$ cat src/rtl/sig_gen.sv
// Square-wave DDS source: a phase accumulator whose MSB is the output, run continuously or for N periods.
// New tuning words are switched in only on a period boundary, so sig_out never glitches.
module sig_gen #(
  parameter int ACC_W   = 32,
  parameter int BURST_W = 16
) (
  input  logic               clk_50M,
  input  logic               rst_n,
  input  logic               en,
  input  logic [BURST_W-1:0] burst_len,
  input  logic [ACC_W-1:0]   tw_in,
  input  logic               tw_valid,
  output logic               tw_ready,
  output logic               sig_out,
  output logic               period_strb,
  output logic [31:0]        period_cnt,
  output logic               active,
  output logic               done,
  output logic [1:0]         state_dbg
);

  typedef enum logic [1:0] {
    IDLE = 2'd0,
    RUN  = 2'd1,
    STOP = 2'd2,
    DONE = 2'd3
  } state_t;

  localparam logic [ACC_W-1:0]   TW_MAX = {1'b1, {(ACC_W-1){1'b0}}};
  localparam logic [BURST_W-1:0] ONE_B  = {{(BURST_W-1){1'b0}}, 1'b1};

  state_t             state, state_d;
  logic [ACC_W-1:0]   acc, acc_d;
  logic [ACC_W-1:0]   tw_act, tw_act_d;
  logic [ACC_W-1:0]   tw_pend, tw_pend_d;
  logic               pend, pend_d;
  logic               strb_d, done_d;
  logic [31:0]        cnt_d;
  logic [BURST_W-1:0] remaining, remaining_d;
  logic [BURST_W-1:0] burst_len_s, burst_len_s_d;
  logic [ACC_W:0]     sum;
  logic               running, carry, take;

  // Tuning-word handshake: a word transfers on any cycle where tw_valid && tw_ready are both high;
  // tw_ready is low exactly while an accepted word waits in tw_pend for its switch-over point.
  always_comb begin
    sum           = {1'b0, acc} + {1'b0, tw_act};
    running       = (state == RUN) || (state == STOP);
    carry         = running && sum[ACC_W];
    state_d       = state;
    acc_d         = acc;
    tw_act_d      = tw_act;
    tw_pend_d     = tw_pend;
    pend_d        = pend;
    cnt_d         = period_cnt;
    remaining_d   = remaining;
    burst_len_s_d = burst_len_s;
    strb_d        = 1'b0;
    done_d        = 1'b0;
    take          = 1'b0;

    // A stalled accumulator (tw_act==0) has no boundary to wait for, so it switches at once.
    if (pend) begin
      take = (state == IDLE) || (state == DONE) ||
             ((state == RUN) && (tw_act == '0)) || carry;
    end
    if (take) begin
      tw_act_d = tw_pend;
      pend_d   = 1'b0;
    end else if (tw_valid && !pend) begin
      tw_pend_d = (tw_in >= TW_MAX) ? TW_MAX : tw_in;
      pend_d    = 1'b1;
    end

    if (carry) begin
      strb_d = 1'b1;
      cnt_d  = period_cnt + 32'd1;
      if (burst_len_s != '0) remaining_d = remaining - ONE_B;
    end

    case (state)
      IDLE: begin
        acc_d = '0;
        if (en) begin
          state_d       = RUN;
          remaining_d   = burst_len;
          burst_len_s_d = burst_len;
          cnt_d         = '0;
        end
      end
      RUN: begin
        acc_d = sum[ACC_W-1:0];
        if (carry && (burst_len_s != '0) && (remaining == ONE_B)) begin
          state_d = DONE;
          done_d  = 1'b1;
          acc_d   = '0;
        end else if (!en) begin
          state_d = STOP;
        end
      end
      STOP: begin
        // Finish the current period so the last high phase is never truncated.
        acc_d = sum[ACC_W-1:0];
        if (carry || (tw_act == '0)) begin
          state_d = IDLE;
          acc_d   = '0;
        end
      end
      DONE: begin
        acc_d = '0;
        if (!en) state_d = IDLE;
      end
      default: state_d = IDLE;
    endcase
  end

  always_ff @(posedge clk_50M or negedge rst_n) begin
    if (!rst_n) begin
      state       <= IDLE;
      acc         <= '0;
      tw_act      <= '0;
      tw_pend     <= '0;
      pend        <= 1'b0;
      period_strb <= 1'b0;
      period_cnt  <= '0;
      done        <= 1'b0;
      remaining   <= '0;
      burst_len_s <= '0;
    end else begin
      state       <= state_d;
      acc         <= acc_d;
      tw_act      <= tw_act_d;
      tw_pend     <= tw_pend_d;
      pend        <= pend_d;
      period_strb <= strb_d;
      period_cnt  <= cnt_d;
      done        <= done_d;
      remaining   <= remaining_d;
      burst_len_s <= burst_len_s_d;
    end
  end

  assign sig_out   = acc[ACC_W-1];
  assign tw_ready  = ~pend;
  assign active    = (state == RUN) || (state == STOP);
  assign state_dbg = state;

endmodule
$ cat config.mk
export PLATFORM = sky130hd
export DESIGN_NAME = sig_gen
export DESIGN_NICKNAME = d
export VERILOG_FILES = /design/src/rtl/sig_gen.sv
export SDC_FILE = /design/constraint.sdc
export NUM_CORES = 1
export LEC_CHECK = 0
export CORE_MARGIN = 5
export CORE_UTILIZATION = 56
export DETAILED_ROUTE_END_ITERATION = 7
export DONT_BUFFER_PORTS = 1
export GPL_TIMING_DRIVEN = 0
export PLACE_DENSITY_LB_ADDON = 0.3
export SLEW_MARGIN = 20
export SYNTH_ARGS = -nofsm -noshare
export SYNTH_HDL_FRONTEND = slang
export SYNTH_SLANG_ARGS = --single-unit
$ cat constraint.sdc
create_clock -name clk_50M -period 5.2 [get_ports clk_50M]
set_input_delay 0.26 -clock clk_50M [delete_from_list [all_inputs] [get_ports clk_50M]]
set_output_delay 0.26 -clock clk_50M [all_outputs]
set_load 0.01 [all_outputs]
==> flow_summary.json, run 1 <==
{
  "synthArstFlopShare": 1.00,
  "yosys.area.top_type": "dfrtp_1",
  "ys_top_cells_by_area": "dfrtp_1, ha_1, xnor2_1",
  "max_freq_ghz": 0.288,
  "synth_enable_flop_cells": 0,
  "drt_iter0_markers": 505,
  "reg2reg_depth": 11,
  "antenna_found_initial": 0,
  "netlist_area_sq_um": 8800,
  "antenna_cells": 0,
  "dpl_worst_slack_ns": 1.77,
  "crit_type": "reg2reg",
  "hold_start": "tw_in[31]",
  "critPathSlowestCell": "fa_1",
  "status": "complete, no violations",
  "synth_cells": 883,
  "crit_path_max_fanout": 10,
  "reg2reg_to": "tw_act[21]$_DFFE_PN0P_",
  "start_util": 0.575,
  "avgSynthCellArea_sq_um": 9.97,
  "r2r-start": "tw_act[0]$_DFFE_PN0P_",
  "area.growth.synth_to_final_pct": 15.6,
  "max_stage_delay_ns": 0.42,
  "holdPathStages": 2,
  "cp-end-kind": "flip-flop",
  "worst_pin_slew_ns": 0.906,
  "synth.ff_latch_count": 165,
  "cts_tree": "yes",
  "holdWs_ns": 0.0180,
  "rsz0062_at_grt": "false",
  "cts_buffers": 17,
  "finalCritPeriodShare": 0.668,
  "fin_crit_ns": 3.48,
  "cts_buffer_depth": 2,
  "p_leak_nw": 4.51,
  "rows": 45,
  "coreArea_sq_um": 15300,
  "finalSetupViolations": 0,
  "wl_per_cell_microns": 16.7,
  "yosys-top-cells-count": "dfrtp_1, nand2_1, nor2_1, o21ai_0, xnor2_1",
  "critPathArrivalTime_ns": 3.78,
  "fp.dieArea_sq_um": 18300,
  "routed_wl_mm": 19.7,
  "vdd_drop_max_v": 0.000344,
  "synth.most_common_cell": "dfrtp_1",
  "clk_pin_slew_ns": 0.06,
  "placed_cell_area_sq_um": 9060,
  "grt_pass1_vias": 6618,
  "fillers": 1242,
  "dp.cells": 1094,
  "cap_violations": 0,
  "cp_num_buf_inv": 2,
  "dr.pass1.iters": 8,
  "yosysTopAreaCellShare": 0.469,
  "startpoint": "tw_act[0]$_DFFE_PN0P_",
  "relSlewSlack": 0.396,
  "slew_violations": 0,
  "grt_overflow": 0,
  "route.detailed.drc": 0,
  "final_antenna_net_count": 0,
  "powerDensity_nw_per_um2": 527,
  "fp.dieH_microns": 135,
  "post-dp-hpwl_mm": 13.8,
  "min_path_type": "in2reg",
  "via_per_inst": 5.65,
  "cp.required_ns": 5.51,
  "gr-usage-all-layers": 0.227,
  "final_cells": 1175,
  "fin_skew_ns": 0.00969,
  "drive_gt1_frac": 0.106,
  "path_delay_family": "compound AO/OA/AOI/OAI gates",
  "yosysUniqueCellTypes": 63,
  "routed-via-count": 6634,
  "yosysSeqAreaShare": 0.469,
  "holdPathEnd": "tw_pend[1]$_DFFE_PN0P_",
  "die_w_microns": 135,
  "htree_levels": 4,
  "start_kind": "flip-flop",
  "grt_first_pass_wirelength_mm": 33.3,
  "cts_root_buf": "clkbuf_16",
  "fin_nets": 1045,
  "grt_max_degree": 166,
  "worst_skew_pair.late_latency_ns": 0.43,
  "port_buffers": 0,
  "synthFlopType": "dfrtp_1",
  "setup_slack_ns": 1.72,
  "ff2ff_setup_slack_ns": 1.72,
  "worstPathCellList": "ha_1, inv_1, fa_1, nand2b_1, a21o_1, a31oi_1, a21o_1, a21oi_4, a21oi_2, buf_2, mux2_2",
  "hold_viol_final": 0,
  "yosys_warnings": 0,
  "place.gp.congestion": 0.854,
  "crit_top_cell": "a21o_1",
  "fin_tns_setup_ns": 0,
  "postCtsSetupRepairBufs": 0,
  "clock_sinks": 165,
  "fin_area_sq_um": 10200,
  "io_pins": 91,
  "synth_nets": 976
}
[report_power, final]
part	internal (mW)	switching, mW
logic	0.877	1.21
clock network	0.775	0.498
registers	1.70	0.294
total	3.36	2.00
[worst register-to-register path, cell delays in order, from the launching register on]
cell and delay (ns):
dfrtp_1 0.39, ha_1 0.24, inv_1 0.08, fa_1 0.42, nand2b_1 0.18, a21o_1 0.17, a31oi_1 0.35, a21o_1 0.26
a21oi_4 0.11, a21oi_2 0.41, buf_2 0.38, mux2_2 0.38
[layout make-up]
cell class | instances | area, sq um | share of cell area
inverters | 21 | 78.8 | 0.00775
clock buffers | 22 | 464 | 0.0456
flip-flops and latches | 165 | 4130 | 0.406
well taps | 211 | 264 | 0.0259
multi-input cells | 662 | 4400 | 0.432
repair buffers | 50 | 518 | 0.0509
clock inverters | 9 | 128 | 0.0125
plain buffers | 35 | 193 | 0.0189
[per-stage QoR]
| step | utilization | power, mW |
|---|---|---|
| floorplan | - | 3.54 |
| global placement | 0.592 | 3.96 |
| detailed placement | 0.592 | 4.03 |
| CTS | 0.664 | 5.39 |
| global route | 0.664 | 5.74 |
| finish | 0.664 | 5.36 |
[cells in the final DEF (no fill, tap or decap), types with 5 or more instances in the layout]
cell type | synthesis | final
or2_2 | 5 | 5
nor4b_1 | 5 | 5
ha_1 | 40 | 40
nor3_1 | 27 | 27
nand4_1 | 13 | 13
o21a_1 | 5 | 5
nand2_1 | 107 | 107
buf_6 | 6 | 6
nand4b_1 | 5 | 5
nor2_1 | 78 | 78
xor2_1 | 25 | 25
inv_1 | 21 | 21
nor4_2 | 6 | 6
and2_1 | 5 | 5
clkbuf_16 | 0 | 17
o21ai_0 | 59 | 59
o211ai_1 | 6 | 6
nand2b_1 | 38 | 38
nor3b_1 | 6 | 6
a21o_1 | 10 | 10
o21ai_1 | 8 | 8
buf_2 | 7 | 7
nor2b_1 | 6 | 6
clkbuf_1 | 19 | 22
a21oi_1 | 39 | 39
nand3_1 | 12 | 12
mux2_2 | 32 | 32
a31oi_1 | 10 | 10
xnor2_1 | 46 | 46
dlygate4sd3_1 | 0 | 49
dfrtp_1 | 165 | 165
nor4_1 | 14 | 14
[how the worst max path moves through the flow]
stage          cells after the start                     end
6_report                          11  tw_act[21]$_DFFE_PN0P_
5_1_grt                           11  tw_act[21]$_DFFE_PN0P_
4_1_cts                           11  tw_act[17]$_DFFE_PN0P_
3_5_place_dp                      11  tw_act[17]$_DFFE_PN0P_
3_3_place_gp                      11  tw_act[21]$_DFFE_PN0P_
2_1_floorplan                     11  tw_act[10]$_DFFE_PN0P_
[logic make-up after synthesis]
group,Yosys count,synth area share
adders and majority gates,41,0.0591
and+or+nand+nor,355,0.216
muxes,36,0.0455
buffers and inverters,56,0.0308
xor gates and xnor gates,71,0.0707
DFF,165,0.469
AOI/OAI and AO/OA,159,0.109
[flip-flops by register name (all words and copies together) (netlist names)]
signal	count
acc	32
burst_len_s	16
done	1
pend	1
period_cnt	32
period_strb	1
remaining	16
state_dbg	2
tw_act	32
tw_pend	32
[routing by layer]
metal / GRT usage / part of all wire
met5: 0 / 0
met4: 0.0554 / 0.011
met3: 0.0542 / 0.042
met2: 0.358 / 0.47
met1: 0.318 / 0.47
[timing repair]
item	CTS	global route
gates resized for setup	0	0
hold buffers	50	0
hold endpoints to repair	228	0
(Power assumes the default switching activity.)
==> inputs of run 2 (changes only) <==
==> constraint.sdc (replaced) <==
create_clock -name clk_50M -period 3.2 [get_ports clk_50M]
set_input_delay 0.16 -clock clk_50M [delete_from_list [all_inputs] [get_ports clk_50M]]
set_output_delay 0.16 -clock clk_50M [all_outputs]
set_load 0.01 [all_outputs]
==> flow_summary.json, run 2 (synthesis gave the netlist of run 1 again) <==
{
  "rsz0062_at_grt": "true",
  "fin_tns_setup_ns": 0,
  "hold_buffers": 51,
  "dr.pass1.iters": 5,
  "coreArea_sq_um": 15300,
  "cp.required_ns": 3.52,
  "max_freq_ghz": 0.323,
  "status": "complete, but fails checks",
  "p_leak_nw": 4.53,
  "start_util": 0.575,
  "fin_area_sq_um": 10200,
  "holdWs_ns": -0.572,
  "routed-via-count": 6667,
  "gr-usage-all-layers": 0.226,
  "grt_overflow": 0,
  "finalCritPeriodShare": 0.967,
  "powerDensity_nw_per_um2": 857,
  "drive_gt1_frac": 0.111,
  "final_cell_mix": "dfrtp_1, nand2_1, nor2_1",
  "worstPathCellList": "ha_1, inv_1, fa_1, nand2b_1, a21o_1, a31oi_4, a21o_1, a21oi_4, a21oi_4, buf_4, mux2_2",
  "io_pins": 91,
  "cts_tree": "yes",
  "cts_root_buf": "clkbuf_16",
  "area.growth.synth_to_final_pct": 16.3,
  "relSlewSlack": 0.625,
  "route.detailed.drc": 0,
  "htree_levels": 4,
  "max_stage_delay_ns": 0.42,
  "fp.dieH_microns": 135,
  "antenna_found_initial": 0,
  "fp.dieArea_sq_um": 18300,
  "violations": "negative hold slack",
  "worst_skew_pair.late_latency_ns": 0.43,
  "start_kind": "flip-flop",
  "cts_buffer_depth": 2,
  "critPathSlowestCell": "fa_1",
  "cap_violations": 0,
  "fin_nets": 1049,
  "port_buffers": 0,
  "fin_skew_ns": 0.00930,
  "cp-end-kind": "flip-flop",
  "post-dp-hpwl_mm": 13.8,
  "clk_pin_slew_ns": 0.06,
  "place.gp.congestion": 0.854,
  "critPathArrivalTime_ns": 3.41,
  "grt_first_pass_wirelength_mm": 33.2,
  "fillers": 1243,
  "rows": 45,
  "grt_pass1_vias": 6616,
  "cts_buffers": 17,
  "wl_per_cell_microns": 16.8,
  "final_antenna_net_count": 0,
  "slew_violations": 0,
  "crit_path_max_fanout": 10,
  "routed_wl_mm": 19.8,
  "crit_type": "reg2reg",
  "r2r-start": "tw_act[0]$_DFFE_PN0P_",
  "die_w_microns": 135,
  "via_per_inst": 5.65,
  "drt_iter0_markers": 537,
  "min_path_type": "in2async",
  "final_common_cell": "dfrtp_1",
  "worst_pin_slew_ns": 0.557,
  "clock_sinks": 165,
  "hold_viol_final": 165,
  "antenna_cells": 0,
  "vdd_drop_max_v": 0.000569,
  "startpoint": "tw_act[0]$_DFFE_PN0P_",
  "grt_max_degree": 166,
  "placed_cell_area_sq_um": 9060,
  "fin_crit_ns": 3.10,
  "finalSetupViolations": 0
}
-- run 2: changes by cell type in the layout (fill, tap and decap cells not counted), sizes merged --
cell	before	now
buf	17	19
dlygate4sd3	49	51
-- run 2: area by class of cell --
class | instances | area, sq um | share of cell area
flip-flops and latches | 165 | 4130 | 0.403
well taps | 211 | 264 | 0.0258
repair buffers | 54 | 533 | 0.0521
clock inverters | 9 | 128 | 0.0125
clock buffers | 22 | 464 | 0.0453
inverters | 21 | 78.8 | 0.00770
plain buffers | 35 | 204 | 0.0199
multi-input cells | 662 | 4440 | 0.433
-- run 2: path summary, 6_finish.rpt --
check,to,slack [ns],cells past startpoint
hold reg to reg,tw_pend[17]$_DFFE_PN0P_,0.47,2
setup reg to reg,tw_act[26]$_DFFE_PN0P_,0.10,11
setup / recovery,tw_act[26]$_DFFE_PN0P_,0.10,11
hold / removal,tw_pend[24]$_DFFE_PN0P_,-0.57,0
min in group clk_50M,state_dbg[0]$_DFFE_PN0P_,0.01,2
max in group asynchronous,remaining[5]$_DFF_PN0_,3.45,0
-- run 2: critical path: cells and delay by family, from the launching register on --
kind                       cells  cell delay (ns)
muxes                          1             0.35
DFF                            1             0.39
adders and majority gates      2             0.66
AOI/OAI and AO/OA              5             1.06
buffers and inverters          2             0.34
and+or+nand+nor                1             0.19
-- run 2: timing repair --
action | 4_1_cts | 5_1_grt
endpoints found under the hold margin | 230 | 165
endpoints found under the setup margin | 27 | 40
setup buffers | 0 | 3
cloned | 0 | 0
pin swaps | 0 | 2
gates resized for setup | 3 | 8
-- run 2: report_power, final --
group | switching (mW) | internal (mW)
Combinational | 1.96 | 1.49
Sequential | 0.478 | 2.77
Clock | 0.811 | 1.26
-- run 2: metal layers --
layer  vias up  GRT usage  wire (microns)
met1      3284      0.319            9440
met5         -          0               0
met3        19     0.0542             799
li1       3237          -               -
met4         0     0.0554             225
met2       127      0.356            9300
-- run 2: metrics by stage --
stage | instances | utilization | worst slack [ns] | hold WS (ns) | total power [mW]
floorplan | 883 | - | 0.404 | -0.136 | 5.74
finish | 1179 | 0.668 | 0.105 | -0.572 | 8.77
global route | 1179 | 0.668 | -0.0264 | -0.591 | 9.38
CTS | 1176 | 0.665 | 0.0270 | -0.586 | 8.73
global placement | 1094 | 0.592 | -0.183 | -0.129 | 6.44
detailed placement | 1094 | 0.592 | -0.227 | -0.129 | 6.54
==> inputs of run 3 (changes only) <==
--- a/config.mk
+++ b/config.mk
@@ -5,6 +5,7 @@
 export SDC_FILE = /design/constraint.sdc
 export NUM_CORES = 1
 export LEC_CHECK = 0
+export ABC_AREA = 1
 export CORE_MARGIN = 5
 export CORE_UTILIZATION = 56
 export DETAILED_ROUTE_END_ITERATION = 7
==> flow_summary.json, run 3 <==
{
  "status": "complete, but fails checks",
  "violations": "negative hold slack",
  "seqPwrFrac": 0.352,
  "final_cells": 1690,
  "slew_violations": 0,
  "vdd_drop_max_v": 0.000482,
  "netlist_area_sq_um": 10100,
  "fp.dieH_microns": 145,
  "synthSimpleGateAreaFrac": 0.311,
  "routed_wl_mm": 27.3,
  "p_int_mw": 5.17,
  "cap_violations": 0,
  "grt_first_pass_wirelength_mm": 43.8,
  "synth.most_common_cell": "nand2_1",
  "yosysUniqueCellTypes": 43,
  "avgSynthCellArea_sq_um": 7.37,
  "cts_buffers": 17,
  "yosys_warnings": 0,
  "crit_type": "reg2reg",
  "yosysTopAreaCellShare": 0.407,
  "utilization": 0.643,
  "fp.dieArea_sq_um": 20900,
  "antenna_found_initial": 3,
  "coreArea_sq_um": 17900,
  "synth.ff_latch_count": 165,
  "grt_pass1_vias": 8938,
  "final_cell_mix": "nand2_1, dfrtp_1, inv_1",
  "yosys.area.top_type": "dfrtp_1",
  "route.detailed.drc": 0,
  "cts_tree": "yes",
  "p_leak_nw": 5.46,
  "total_power_mw": 8.91,
  "synthArstFlopShare": 1.00,
  "rsz0062_at_grt": "false",
  "dr.pass1.iters": 6,
  "clockPowerShare": 0.228,
  "synth_enable_flop_cells": 0,
  "synthXorXnorAreaFrac": 0.0380,
  "crit_path_max_fanout": 10,
  "crit_top_cell": "nand2_2",
  "routed-via-count": 9307,
  "hold_buffers": 47,
  "finalSetupViolations": 0,
  "grt_overflow": 0,
  "final_antenna_net_count": 0,
  "final_common_cell": "nand2_1",
  "dp.cells": 1606,
  "area.growth.synth_to_final_pct": 13.4,
  "ys_top_cells_by_area": "dfrtp_1, nand2_1, inv_1",
  "critPathArrivalTime_ns": 3.37,
  "fin_nets": 1538,
  "synth_fa_ha_area_frac": 0.0513,
  "post-dp-hpwl_mm": 19.7,
  "yosys-top-cells-count": "nand2_1, dfrtp_1, inv_1, nor2_1, o21ai_0",
  "io_pins": 91,
  "hold_viol_final": 165,
  "gr-usage-all-layers": 0.268,
  "wl_per_cell_microns": 16.1,
  "r2r-start": "tw_act[0]$_DFFE_PN0P_",
  "place.gp.congestion": 0.949,
  "synth_nets": 1470,
  "cp.required_ns": 3.54,
  "synthFlopType": "dfrtp_1",
  "worst_skew_pair.late_latency_ns": 0.43,
  "p_sw_mw": 3.74,
  "port_buffers": 0,
  "relSlewSlack": 0.587,
  "combPwrFrac": 0.421,
  "worst_pin_slew_ns": 0.618,
  "cts_root_buf": "clkbuf_16",
  "finalCritPeriodShare": 0.946,
  "fin_crit_ns": 3.03,
  "grt_max_degree": 166,
  "cts_buffer_depth": 2,
  "synth_cells": 1377,
  "swShare": 0.420,
  "clock_sinks": 165,
  "start_util": 0.567,
  "fin_tns_setup_ns": 0,
  "clk_pin_slew_ns": 0.07,
  "worstPathCellList": "ha_1, inv_1, fa_1, inv_1, nand2_1, nand2_1, nand3_1, nand2_2, nand2_2, nand2_2, nand2_2, nand2_4, nand2_4, inv_4, buf_2, nand3b_1, a22oi_1",
  "synth_compound_area_frac": 0.112,
  "via_per_inst": 5.51,
  "max_stage_delay_ns": 0.47,
  "critPathSlowestCell": "dfrtp_1",
  "drt_iter0_markers": 623,
  "max_freq_ghz": 0.330,
  "startpoint": "tw_act[0]$_DFFE_PN0P_",
  "holdWs_ns": -0.584,
  "rows": 49,
  "die_w_microns": 145,
  "start_kind": "flip-flop",
  "htree_levels": 4,
  "yosysSeqAreaShare": 0.407,
  "synthMuxAreaShare": 0,
  "synth_top_family_by_area": "simple AND/OR/NAND/NOR gates",
  "drive_gt1_frac": 0.0666,
  "fin_skew_ns": 0.0137,
  "cp-end-kind": "flip-flop",
  "powerDensity_nw_per_um2": 775,
  "min_path_type": "in2async"
}
-- run 3: final timing paths --
check / endpoint / slack, ns / cells past startpoint
setup / recovery: period_cnt[24]$_DFF_PN0_ / 0.17 / 17
hold / removal: acc[5]$_DFF_PN0_ / -0.58 / 0
setup reg to reg: period_cnt[24]$_DFF_PN0_ / 0.17 / 17
hold reg to reg: tw_act[1]$_DFFE_PN0P_ / 0.51 / 2
max in group asynchronous: acc[21]$_DFF_PN0_ / 3.52 / 0
min in group clk_50M: tw_pend[1]$_DFFE_PN0P_ / 0.06 / 3
-- run 3: cells by family (layout without fill, tap and decap cells) --
kind of cell / count (synthesis) / count (layout)
compound gates: 211 / 211
xor+xnor: 44 / 44
fa+ha+maj: 41 / 41
buf+inv: 204 / 284
flops: 165 / 165
other cells: 0 / 4
simple gates: 712 / 712
-- run 3: critical path: cells and delay by family, from the launching register on --
family                     cells  cell delay (ns)
and+or+nand+nor               10             0.94
DFF                            1             0.47
AOI/OAI and AO/OA              1             0.16
adders and majority gates      2             0.69
buffers and inverters          4             0.65
-- run 3: cell type report --
class                           instances  area [sq um]
Clock inverter                         11           128
Antenna cell                            4          10.0
Timing Repair Buffer                   49           485
Inverter                              168           633
Tap cell                              229           287
Clock buffer                           20           447
Fill cell                            1514          6400
Sequential cell                       165          4130
Multi-Input combinational cell       1008          5190
Buffer                                 36           194
-- run 3: stage by stage --
step | instance area [sq um] | setup WS [ns] | hold WS [ns]
3_3_place_gp | 10400 | 0.0821 | -0.128
5_1_grt | 11500 | 0.0126 | -0.604
2_1_floorplan | 10100 | 0.787 | -0.136
3_5_place_dp | 10400 | 0.0856 | -0.128
4_1_cts | 11500 | 0.0787 | -0.591
6_report | 11500 | 0.171 | -0.584
-- run 3: power groups by stage --
| stage | Combinational [mW] | Sequential (mW) | Clock [mW] |
|---|---|---|---|
| after global routing | 4.21 | 3.20 | 2.15 |
| final | 3.75 | 3.14 | 2.03 |
| after floorplan | 2.83 | 3.02 | 0 |
| after global placement | 3.52 | 3.13 | 0 |
| after CTS | 3.69 | 3.12 | 2.04 |
| after detailed placement | 3.59 | 3.15 | 0 |
-- run 3: per-layer routing --
layer / routed length [microns] / vias up / share of wire / global-route usage
met5: 0 / - / 0 / 0
met4: 819 / 0 / 0.030 / 0.108
met3: 1580 / 58 / 0.058 / 0.0536
met2: 13600 / 293 / 0.50 / 0.459
met1: 11300 / 4373 / 0.42 / 0.331
li1: - / 4583 / - / -
-- run 3: timing repair --
action                     CTS  global route
setup buffers                0             2
hold endpoints to repair   228           165
gates resized for setup      0             0
setup endpoints to repair    0            21
